### config.mk
export PLATFORM = sky130hd
export DESIGN_NAME = iter_mult_unit
export DESIGN_NICKNAME = d
export VERILOG_FILES = /design/src/rtl/iter_mult_unit.sv
export SDC_FILE = /design/constraint.sdc
export NUM_CORES = 1
export LEC_CHECK = 0
export CAP_MARGIN = 40
export CELL_PAD_IN_SITES_DETAIL_PLACEMENT = 2
export CELL_PAD_IN_SITES_GLOBAL_PLACEMENT = 2
export CORE_MARGIN = 2
export CORE_UTILIZATION = 32
export CTS_CLUSTER_SIZE = 14
export DETAILED_ROUTE_END_ITERATION = 8
export PLACE_DENSITY = 0.8
export SLEW_MARGIN = 20
export SYNTH_ARGS = -nofsm -noshare
export SYNTH_HDL_FRONTEND = slang
export SYNTH_SLANG_ARGS = --single-unit
### constraint.sdc
create_clock -name clk -period 3.4 [get_ports clk]
set_clock_uncertainty 0.05 [all_clocks]
set_input_delay 0.51 -clock clk [delete_from_list [all_inputs] [get_ports clk]]
set_output_delay 0.51 -clock clk [all_outputs]
set_load 0.01 [all_outputs]
### src/rtl/iter_mult_unit.sv
// ---------------------------------------------------------------------------
// iter_mult_unit
//   Multi-cycle radix-2 shift-add multiplier for the execute stage. Operands
//   are converted to magnitudes when signed, multiplied over WIDTH iteration
//   cycles, and the product is negated at the end if the operand signs
//   differed. The 64-bit (2*WIDTH) product is held on hi/lo until the next
//   completion, so the out-select mux can read it at any time.
//
// Ports
//   clk       in   1      rising-edge clock
//   reset     in   1      asynchronous, active-low (0 = in reset)
//   start     in   1      operation request, sampled only while busy=0
//   sign      in   1      1 = two's complement operands, 0 = unsigned
//   flush     in   1      synchronous abort of the in-flight operation
//   a         in   WIDTH  multiplicand, captured on the start edge
//   b         in   WIDTH  multiplier, captured on the start edge
//   busy      out  1      high while an operation is in flight
//   done      out  1      one-cycle pulse, hi/lo were just updated
//   hi        out  WIDTH  product[2*WIDTH-1:WIDTH]
//   lo        out  WIDTH  product[WIDTH-1:0]
//   dbgState  out  2      current FSM state (0 IDLE, 1 RUN, 2 FIN)
//
// Handshake: a request is accepted on a rising edge where start=1, flush=0
// and busy=0. Requests seen while busy=1 are dropped (no queueing); the
// producer must watch busy. The result is announced by done for one cycle,
// and a new start may be accepted in that same cycle.
// ---------------------------------------------------------------------------
module iter_mult_unit #(
    parameter int WIDTH = 32
) (
    input  logic             clk,
    input  logic             reset,
    input  logic             start,
    input  logic             sign,
    input  logic             flush,
    input  logic [WIDTH-1:0] a,
    input  logic [WIDTH-1:0] b,
    output logic             busy,
    output logic             done,
    output logic [WIDTH-1:0] hi,
    output logic [WIDTH-1:0] lo,
    output logic [1:0]       dbgState
);

    localparam int CW = $clog2(WIDTH + 1);
    localparam logic [CW-1:0] CNT_LAST = CW'(WIDTH);

    typedef enum logic [1:0] {
        IDLE = 2'd0,
        RUN  = 2'd1,
        FIN  = 2'd2
    } state_t;

    state_t             state;
    state_t             stateNext;

    // magA is kept 2*WIDTH wide and shifted left once per iteration, which
    // is the same as adding mag_a << cnt without a variable shifter.
    logic [2*WIDTH-1:0] magA;
    logic [WIDTH-1:0]   magB;
    logic [2*WIDTH-1:0] acc;
    logic [CW-1:0]      cnt;
    logic               neg;

    logic [WIDTH-1:0]   absA;
    logic [WIDTH-1:0]   absB;
    logic               accept;

    // The most negative value negates to itself, which read as unsigned is
    // exactly its magnitude, so no special case is needed.
    assign absA   = (sign && a[WIDTH-1]) ? -a : a;
    assign absB   = (sign && b[WIDTH-1]) ? -b : b;
    assign accept = start && !flush;

    assign dbgState = state;

    // -----------------------------------------------------------------------
    // State register
    // -----------------------------------------------------------------------
    always_ff @(posedge clk or negedge reset) begin
        if (!reset) begin
            state <= IDLE;
        end else begin
            state <= stateNext;
        end
    end

    // -----------------------------------------------------------------------
    // Next-state logic
    // RUN holds WIDTH iteration edges; the edge that finds cnt==WIDTH hands
    // over to FIN, which writes the result on its own edge.
    // -----------------------------------------------------------------------
    always_comb begin
        stateNext = state;
        case (state)
            IDLE: begin
                if (accept) begin
                    stateNext = RUN;
                end
            end
            RUN: begin
                if (flush) begin
                    stateNext = IDLE;
                end else if (cnt == CNT_LAST) begin
                    stateNext = FIN;
                end
            end
            FIN: begin
                stateNext = IDLE;
            end
            default: begin
                stateNext = IDLE;
            end
        endcase
    end

    // -----------------------------------------------------------------------
    // Datapath and registered outputs
    // -----------------------------------------------------------------------
    always_ff @(posedge clk or negedge reset) begin
        if (!reset) begin
            magA <= '0;
            magB <= '0;
            acc  <= '0;
            cnt  <= '0;
            neg  <= 1'b0;
            busy <= 1'b0;
            done <= 1'b0;
            hi   <= '0;
            lo   <= '0;
        end else begin
            done <= 1'b0;
            case (state)
                IDLE: begin
                    if (accept) begin
                        magA <= {{WIDTH{1'b0}}, absA};
                        magB <= absB;
                        neg  <= sign & (a[WIDTH-1] ^ b[WIDTH-1]);
                        acc  <= '0;
                        cnt  <= '0;
                        busy <= 1'b1;
                    end
                end
                RUN: begin
                    if (flush) begin
                        busy <= 1'b0;
                    end else if (cnt != CNT_LAST) begin
                        if (magB[0]) begin
                            acc <= acc + magA;
                        end
                        magA <= magA << 1;
                        magB <= magB >> 1;
                        cnt  <= cnt + CW'(1);
                    end
                end
                FIN: begin
                    busy <= 1'b0;
                    if (!flush) begin
                        {hi, lo} <= neg ? -acc : acc;
                        done     <= 1'b1;
                    end
                end
                default: begin
                    busy <= 1'b0;
                end
            endcase
        end
    end

endmodule

==> flow_metrics.tcl, run 1 <==
set metrics [dict create \
    routed-wl-met3_mm 2.846 \
    synth_compound_area_frac 0.2268 \
    drt_iter0_drc 1087 \
    violations "setup timing" \
    power_uw 11430 \
    grt_pass1_vias 16990 \
    row_count 80 \
    peakVddDrop_uv 377.1 \
    core-area_um2 47650 \
    finalWeightedCongestion 0.8623 \
    io_pins 137 \
    avgSynthCellArea_um2 8.118 \
    power.leakage_uw 0.008951 \
    clkTransAtPathRegs_ns 0.06 \
    vias 15790 \
    mostFrequentLayoutCell "nand2_1" \
    synth-edff-count 0 \
    crit_chain "or3_4 > or4_4 > or3_4 > or3_4 > or4_4 > or3_4 > o21ai_4 > nand3_2 > xnor2_2 > o21ai_1" \
    ant_nets 0 \
    die_height_um 223.4 \
    num-fill-cells 5319 \
    vias_per_cell 5.662 \
    port_buffers 136 \
    grt_max_degree 103 \
    antenna_found_initial 4 \
    cap_violations 0 \
    cts_made_buffers 29 \
    crit_top_cell "or3_4" \
    dp_cells 2721 \
    synthSimpleGateAreaFrac 0.2041 \
    end_kind "flip-flop" \
    whs_path_depth 2 \
    hold_viol_final 0 \
    grt_overflow 0 \
    setup_ws_ns -0.1527 \
    ff_latch_area_um2 5882 \
    clkLatencyLatePin_ns 0.58 \
    muxShareOfSynthArea 0.001300 \
    path_delay_family "simple AND/OR/NAND/NOR gates" \
    cts_buffer_depth 3 \
    cts_tree "done" \
    htreeDepth 1 \
    synth_top_family_by_area "compound AO/OA/AOI/OAI gates" \
    synth_area_um2 15400 \
    cts_root_buffer "clkbuf_16" \
    worst-path-stages 10 \
    grt_pass1_wl_mm 95.21 \
    dr.max_layer_used "met5" \
    arrival_ns 3.98 \
    rsz0062_at_grt "true" \
    dp_hpwl_mm 44.56 \
    fin_cells 2788 \
    initial_core_util 0.3232 \
    nets 2290 \
    ys_ff_latch 235 \
    dr_wl_met2_mm 31.01 \
    multiInputGateArea_um2 9395 \
    cpMaxStageDelayCell "or4_4" \
    yosysWarnings 0 \
    cts_sinks 235 \
    antennaDiodeCount 0 \
    ys_types 68 \
    synth_flop_cell "dfrtp_1" \
    drc_errors 0 \
    placed_area_um2 18540 \
    status "finished, violations left" \
    grt.total_usage 0.2381 \
    async_reset_ff_frac 1.000 \
    setup_viol 9 \
    worstMarginPinSlew_ns 0.8913 \
    layout_min_cycle_time_ns 3.553 \
    p_per_area_nw_per_um2 570.1 \
    dieWidth_um 223.4 \
    clock.fmax_ghz 0.2815 \
    drt-wirelength-per-cell_um 22.96 \
    crit_fanout 4 \
    slew_viol_final 0 \
    r2r_cells 10 \
    criticalPathCategory "flip-flop to flip-flop" \
    yosysSeqAreaShare 0.3819 \
    first_pass_iters 5 \
    die_area_um2 49890 \
    setup.worst_path.start_class "flip-flop" \
    routed_wl_mm 64.00 \
    cp_num_buf_inv 0 \
    hold_class "flip-flop to flip-flop" \
    synth_fa_ha_area_frac 0.05655 \
    final_area_um2 20050 \
    final_cell_mix "nand2_1 (351), dfrtp_1 (234), buf_4 (184)" \
    syn_inst 1897 \
    synth.net_count 2035 \
    finalCritPeriodShare 1.045 \
    critPathMaxStageDelay_ns 0.45 \
    areaGrowthSynthToFinish_pct 30.21 \
    critPathRequiredTime_ns 3.83 \
    slew-limit-headroom 0.4058 \
    wl_met1_mm 28.54 \
    final_layout_size_suffix_gt1_frac 0.1473 \
    synthXorXnorAreaFrac 0.09669 \
    pre_cts_slack_ns -0.1848 \
]
[path summary, 6_finish.rpt]
check,startpoint,to,slack (ns)
setup / recovery,acc[49]$_DFFE_PN0P_,hi[31]$_DFFE_PN0P_,-0.15
hold / removal,magB[27]$_DFFE_PN0P_,magB[27]$_DFFE_PN0P_,0.43
setup reg to reg,acc[49]$_DFFE_PN0P_,hi[31]$_DFFE_PN0P_,-0.15
hold reg to reg,magB[27]$_DFFE_PN0P_,magB[27]$_DFFE_PN0P_,0.43
max in group asynchronous,reset,magA[25]$_DFFE_PN0P_,1.85
min in group asynchronous,reset,magB[5]$_DFFE_PN0P_,0.49
[cells in the mapped netlist (12+ instances only)]
cell type | count | area share
nand2_1 | 352 | 0.086
dfrtp_1 | 235 | 0.38
o21ai_0 | 178 | 0.058
a21oi_1 | 165 | 0.054
nor2_1 | 123 | 0.030
xor2_1 | 104 | 0.059
clkbuf_1 | 99 | 0.024
ha_1 | 68 | 0.055
o21ai_1 | 68 | 0.022
xnor2_1 | 66 | 0.038
nand3_1 | 60 | 0.019
a21o_1 | 41 | 0.020
o31ai_1 | 37 | 0.018
inv_1 | 32 | 0.0078
or3_1 | 25 | 0.010
nand4_1 | 24 | 0.0097
nor3_1 | 23 | 0.0075
nor4_1 | 15 | 0.0061
o41ai_1 | 13 | 0.0074
or4_1 | 13 | 0.0063
o21bai_1 | 12 | 0.0059
[final cells by class]
type	instances	area share
multi-input cells	1528	0.4686
flip-flops and latches	235	0.2933
repair buffers	325	0.1415
clock buffers	42	0.04162
well taps	615	0.03838
clock inverters	10	0.01042
inverters	33	0.006177
[metal layers]
layer | track usage | vias to the layer above
met5 | 0 | -
met4 | 0.06129 | 4
met3 | 0.03451 | 101
met2 | 0.4090 | 367
met1 | 0.3142 | 8112
li1 | - | 7202
[registers in the layout (all words and copies together) (netlist names)]
register and cells:
done 1, magB 32, dbgState 2, lo 32, acc 64, magA 64, cnt 6, neg 1
busy 1, hi 32
[tightest hold or removal path, stage by stage (launching register included)]
cell     delay, ns
dfrtp_1       0.34
nand2_1       0.05
o21ai_1       0.06
[power by group]
group | internal [uW] | total [uW] | leakage (uW) | switching [uW]
clock | 2150 | 3490 | 0.000502 | 1340
sequential | 3120 | 3530 | 0.00316 | 405
combinational | 1770 | 4420 | 0.00529 | 2640
total | 7040 | 11400 | 0.00895 | 4390
[per-stage QoR]
step	hold WS (ns)	util	setup TNS [ns]
floorplan	0.1644	-	0
global placement	0.4113	0.3890	-0.03483
detailed placement	0.4233	0.3890	-1.346
CTS	0.4364	0.4134	-0.08056
global route	0.4602	0.4209	-1.513
finish	0.4326	0.4209	-0.4568
[repair_timing]
action / in CTS / in global routing
setup endpoints to repair: 22 / 26
buffers inserted: 2 / 12
pin swaps: 6 / 12
gates resized for setup: 20 / 48
hold buffers: 1 / 0
endpoints found under the hold margin: 16 / 0
[cell families after synthesis]
group	count (synthesis)
XOR/XNOR	170
flip-flops	235
AND/OR/NAND/NOR	696
AO/OA/AOI/OAI	591
adder cells (fa/ha/maj)	69
multiplexers	2
buffers and inverters	134
No activity file was read; power rests on OpenSTA's default activity.
==> run 2: changes to the inputs <==
--- a/config.mk
+++ b/config.mk
@@ -8,8 +8,8 @@
 export CAP_MARGIN = 40
 export CELL_PAD_IN_SITES_DETAIL_PLACEMENT = 2
 export CELL_PAD_IN_SITES_GLOBAL_PLACEMENT = 2
-export CORE_MARGIN = 2
 export CORE_UTILIZATION = 32
+export CTS_CLUSTER_DIAMETER = 30
 export CTS_CLUSTER_SIZE = 14
 export DETAILED_ROUTE_END_ITERATION = 8
 export PLACE_DENSITY = 0.8
==> flow_metrics.tcl, run 2 (same netlist as run 1, synthesis figures left out) <==
set metrics [dict create \
    grt_pass1_wl_mm 108.7 \
    htreeDepth 3 \
    final_area_um2 21690 \
    vias_per_cell 5.694 \
    nets 2337 \
    end_kind "flip-flop" \
    clkTransAtPathRegs_ns 0.05 \
    p_per_area_nw_per_um2 715.9 \
    peakVddDrop_uv 410.6 \
    cap_violations 0 \
    crit_fanout 2 \
    rsz0062_at_grt "true" \
    dp_cells 2725 \
    core-area_um2 47650 \
    crit_top_cell "or3_4" \
    ant_nets 0 \
    grt_overflow 0 \
    finalWeightedCongestion 0.8934 \
    num-fill-cells 5120 \
    vias 16340 \
    criticalPathCategory "flip-flop to flip-flop" \
    min_from "magB[3]$_DFFE_PN0P_" \
    reg2reg_to "hi[30]$_DFFE_PN0P_" \
    slew_viol_final 0 \
    cts_buffer_depth 3 \
    cts_made_buffers 72 \
    dieWidth_um 221.4 \
    crit_chain "or3_4 > or4_4 > or3_4 > or3_4 > or4_4 > or3_4 > o21ai_1 > xor2_1 > o21ai_1" \
    post-route-util 0.4553 \
    dp_hpwl_mm 44.51 \
    drt-wirelength-per-cell_um 24.85 \
    r2r-start "acc[48]$_DFFE_PN0P_" \
    top_regs "acc x64, magA x64" \
    fin_cells 2870 \
    cts_sinks 235 \
    antennaDiodeCount 0 \
    power.leakage_uw 0.009793 \
    slew-limit-headroom 0.2891 \
    io_pins 137 \
    status "finished, violations left" \
    areaGrowthSynthToFinish_pct 40.88 \
    setup.worst_path.start_class "flip-flop" \
    final_layout_size_suffix_gt1_frac 0.1783 \
    grt_pass1_vias 18390 \
    grt.total_usage 0.2827 \
    placed_area_um2 18590 \
    drc_errors 0 \
    port_buffers 136 \
    drt_iter0_drc 968 \
    critPathMaxStageDelay_ns 0.44 \
    r2r_cells 9 \
    die_area_um2 49000 \
    setup_viol 8 \
    mostFrequentLayoutCell "nand2_1" \
    hold_class "flip-flop to flip-flop" \
    cpMaxStageDelayCell "or4_4" \
    violations "setup timing" \
    finalCritPeriodShare 1.027 \
    row_count 80 \
    critPathRequiredTime_ns 3.81 \
    antenna_found_initial 0 \
    holdPathEnd "magB[3]$_DFFE_PN0P_" \
    setup_ws_ns -0.09251 \
    die_height_um 221.4 \
    routed_wl_mm 71.32 \
    worstMarginPinSlew_ns 1.057 \
    first_pass_iters 5 \
    layout_min_cycle_time_ns 3.493 \
    cts_tree "done" \
    grt_max_degree 124 \
    arrival_ns 3.91 \
    initial_core_util 0.3232 \
    cts_root_buffer "clkbuf_16" \
    clkLatencyLatePin_ns 0.60 \
    hold_viol_final 0 \
    clock.fmax_ghz 0.2863 \
    final_cell_mix "nand2_1 (351), dfrtp_1 (233), buf_4 (186)" \
    whs_path_depth 2 \
    r2r_setup_slack_ns -0.09 \
]
run 2: cell types whose count changed in the layout (fill, tap and decap cells not counted), sizes merged:
cell	previous run	this run
buf	189	193
bufinv	6	13
clkbuf	42	97
clkinv	2	15
clkinvlp	2	4
inv	33	34
run 2: worst max-delay path by stage:
stage                   startpoint                    to  slack [ns]  cells after the start
2_1_floorplan  acc[49]$_DFFE_PN0P_    hi[31]$_DFFE_PN0P_        0.15                     10
3_3_place_gp                  b[8]  magB[28]$_DFFE_PN0P_       -0.03                     13
3_5_place_dp                  b[8]  magB[30]$_DFFE_PN0P_       -0.15                     13
4_1_cts        acc[48]$_DFFE_PN0P_    hi[31]$_DFFE_PN0P_       -0.04                     10
5_1_grt        magA[6]$_DFFE_PN0P_   acc[63]$_DFFE_PN0P_       -0.16                     12
6_report       acc[48]$_DFFE_PN0P_    hi[30]$_DFFE_PN0P_       -0.09                      9
run 2: power breakdown:
group | internal, uW | leakage [uW] | switching, uW | total [uW]
Sequential | 3130 | 0.00316 | 405 | 3540
Combinational | 1820 | 0.00535 | 2840 | 4660
Clock | 5260 | 0.00129 | 2080 | 7340
run 2: area by class of cell:
class	instances	area, um2	share of cell area
Clock inverter	33	519.2	0.02393
Inverter	33	123.9	0.005710
Tap cell	615	769.5	0.03547
Timing Repair Buffer	329	2893	0.1333
Multi-Input combinational cell	1528	9408	0.4336
Sequential cell	235	5883	0.2712
Clock buffer	97	2098	0.09672
run 2: critical path: cells and delay by family (launching register included):
family                    cells  cell delay (ns)
and+or+nand+nor               6             2.36
DFF                           1             0.40
AOI/OAI and AO/OA             2             0.36
xor gates and xnor gates      1             0.19
run 2: metrics by stage:
step           hold WS (ns)  setup slack (ns)  total power, uW  setup TNS (ns)
5_1_grt              0.4621           -0.1635            16050          -1.150
6_report             0.4297          -0.09251            15530         -0.4358
2_1_floorplan        0.1644            0.1505             5594               0
3_5_place_dp         0.4170           -0.1454             7379          -1.226
3_3_place_gp         0.4122          -0.02911             7117        -0.04732
4_1_cts              0.4332          -0.03601            15200        -0.03601
run 2: per-layer routing:
layer / part of all wire / GRT usage
met1: 0.43 / 0.3584
met4: 0.030 / 0.1038
met2: 0.49 / 0.4713
met3: 0.054 / 0.06082
met5: 0 / 0
run 2: timing repair:
item                       CTS  global route
buffers inserted             8             6
gates resized for setup     29            41
gates cloned                 0             0
setup endpoints to repair   34            30
pin swaps                    5            10
hold endpoints to repair    79             0
hold buffers                 1             0
==> run 3: changes to the inputs <==
--- a/config.mk
+++ b/config.mk
@@ -9,11 +9,10 @@
 export CELL_PAD_IN_SITES_DETAIL_PLACEMENT = 2
 export CELL_PAD_IN_SITES_GLOBAL_PLACEMENT = 2
 export CORE_UTILIZATION = 32
-export CTS_CLUSTER_DIAMETER = 30
 export CTS_CLUSTER_SIZE = 14
 export DETAILED_ROUTE_END_ITERATION = 8
 export PLACE_DENSITY = 0.8
-export SLEW_MARGIN = 20
+export SLEW_MARGIN = 10
 export SYNTH_ARGS = -nofsm -noshare
 export SYNTH_HDL_FRONTEND = slang
 export SYNTH_SLANG_ARGS = --single-unit
==> flow_metrics.tcl, run 3 (same netlist as run 1, synthesis figures left out) <==
set metrics [dict create \
    row_count 80 \
    r2r_setup_slack_ns -0.06 \
    layout_min_cycle_time_ns 3.455 \
    routed_wl_mm 59.41 \
    die_height_um 221.4 \
    grt_max_degree 124 \
    antenna_found_initial 1 \
    clkLatencyLatePin_ns 0.57 \
    violations "setup timing" \
    criticalPathCategory "flip-flop to flip-flop" \
    cts_sinks 235 \
    vias_per_cell 5.476 \
    peakVddDrop_uv 404.0 \
    p_per_area_nw_per_um2 548.6 \
    clock.fmax_ghz 0.2894 \
    initial_core_util 0.3232 \
    slew-limit-headroom 0.3960 \
    status "finished, violations left" \
    dp_cells 2725 \
    grt_pass1_wl_mm 93.93 \
    rsz0062_at_grt "true" \
    grt.total_usage 0.2377 \
    end_kind "flip-flop" \
    cap_violations 0 \
    grt_pass1_vias 16660 \
    vias 15270 \
    die_area_um2 49000 \
    core-area_um2 47650 \
    drc_errors 0 \
    setup.worst_path.start_class "flip-flop" \
    pre_cts_slack_ns -0.1454 \
    cts_root_buffer "clkbuf_16" \
    setup_viol 1 \
    port_buffers 136 \
    first_pass_iters 5 \
    critPathRequiredTime_ns 3.83 \
    final_layout_size_suffix_gt1_frac 0.1404 \
    fin_cells 2788 \
    worstMarginPinSlew_ns 0.8977 \
    antennaDiodeCount 0 \
    setup_ws_ns -0.05539 \
    nets 2290 \
    holdPathEnd "magB[2]$_DFFE_PN0P_" \
    grt_overflow 0 \
    arrival_ns 3.89 \
    cts_made_buffers 29 \
    dieWidth_um 221.4 \
    r2r-start "acc[49]$_DFFE_PN0P_" \
    power.leakage_uw 0.008936 \
    io_pins 137 \
    whs_path_depth 2 \
    drt_iter0_drc 713 \
    top_regs "acc x64, magA x64" \
    r2r_cells 10 \
    cts_buffer_depth 3 \
    areaGrowthSynthToFinish_pct 29.36 \
    crit_fanout 3 \
    clkTransAtPathRegs_ns 0.06 \
    hold_class "flip-flop to flip-flop" \
    mostFrequentLayoutCell "nand2_1" \
    drt-wirelength-per-cell_um 21.31 \
    min_from "magB[2]$_DFFE_PN0P_" \
    reg2reg_to "hi[31]$_DFFE_PN0P_" \
    htreeDepth 1 \
    dp_hpwl_mm 44.51 \
    power_uw 10930 \
    post-route-util 0.4181 \
    slew_viol_final 0 \
    hold_viol_final 0 \
    finalCritPeriodShare 1.016 \
    ant_nets 0 \
    cts_tree "done" \
    final_cell_mix "nand2_1 (351), dfrtp_1 (233), buf_4 (182)" \
    finalWeightedCongestion 0.8934 \
]
## run 3: cell types whose count changed in the layout (fill, tap and decap cells not counted), moves of 3 or more
| cell | change |
|---|---|
| buf_4 | -4 |
| bufinv_16 | -10 |
| clkbuf_16 | -45 |
| clkbuf_8 | -10 |
| clkinv_2 | -9 |
| o31ai_1 | +4 |
| o31ai_2 | -3 |
## run 3: worst max path at each step
stage	start	to	slack, ns	cells past startpoint
floorplan	acc[49]$_DFFE_PN0P_	hi[31]$_DFFE_PN0P_	0.15	10
global placement	b[8]	magB[28]$_DFFE_PN0P_	-0.03	13
detailed placement	b[8]	magB[30]$_DFFE_PN0P_	-0.15	13
CTS	acc[49]$_DFFE_PN0P_	hi[31]$_DFFE_PN0P_	-0.08	10
global route	acc[49]$_DFFE_PN0P_	hi[31]$_DFFE_PN0P_	-0.12	10
finish	acc[49]$_DFFE_PN0P_	hi[31]$_DFFE_PN0P_	-0.06	10
## run 3: per-layer routing
| metal | share of wire | GRT usage | up-vias |
|---|---|---|---|
| li1 | - | - | 7210 |
| met1 | 0.47 | 0.3262 | 7748 |
| met2 | 0.47 | 0.4018 | 243 |
| met3 | 0.040 | 0.03200 | 64 |
| met4 | 0.014 | 0.04151 | 2 |
| met5 | 0.00020 | 0 | - |
## run 3: stage by stage
step	setup TNS, ns	area [um2]	hold slack [ns]
after floorplan	0	15400	0.1644
after global placement	-0.04732	18590	0.4122
after detailed placement	-1.226	18590	0.4170
after CTS	-0.09155	19630	0.4291
after global routing	-0.4414	19920	0.4718
final	-0.05539	19920	0.4248
## run 3: timing repair
item	in CTS	in global routing
gates resized for setup	11	39
hold buffers	1	0
hold endpoints to repair	79	0
pin swaps	1	12
setup endpoints to repair	19	26
setup buffers	0	10
gates cloned	0	0
## run 3: where the power goes
group / switching, uW / internal, uW
Sequential: 368 / 3120
Combinational: 2470 / 1760
Clock: 1290 / 1920
## run 3: critical path, cell delays in order (launching register included)
cell and delay [ns]:
dfrtp_1 0.38, or3_4 0.41, or4_4 0.46, or3_4 0.36, or3_4 0.35, or4_4 0.44, or3_4 0.37, o21ai_4 0.14
nand3_2 0.11, xnor2_2 0.15, o21ai_1 0.17
## run 3: layout make-up
cell class	count	area, um2
well taps	615	769.5
clock buffers	41	830.8
inverters	33	123.9
clock inverters	11	141.4
multi-input cells	1528	9310
repair buffers	325	2863
fillers	5313	27720
flip-flops and latches	235	5883
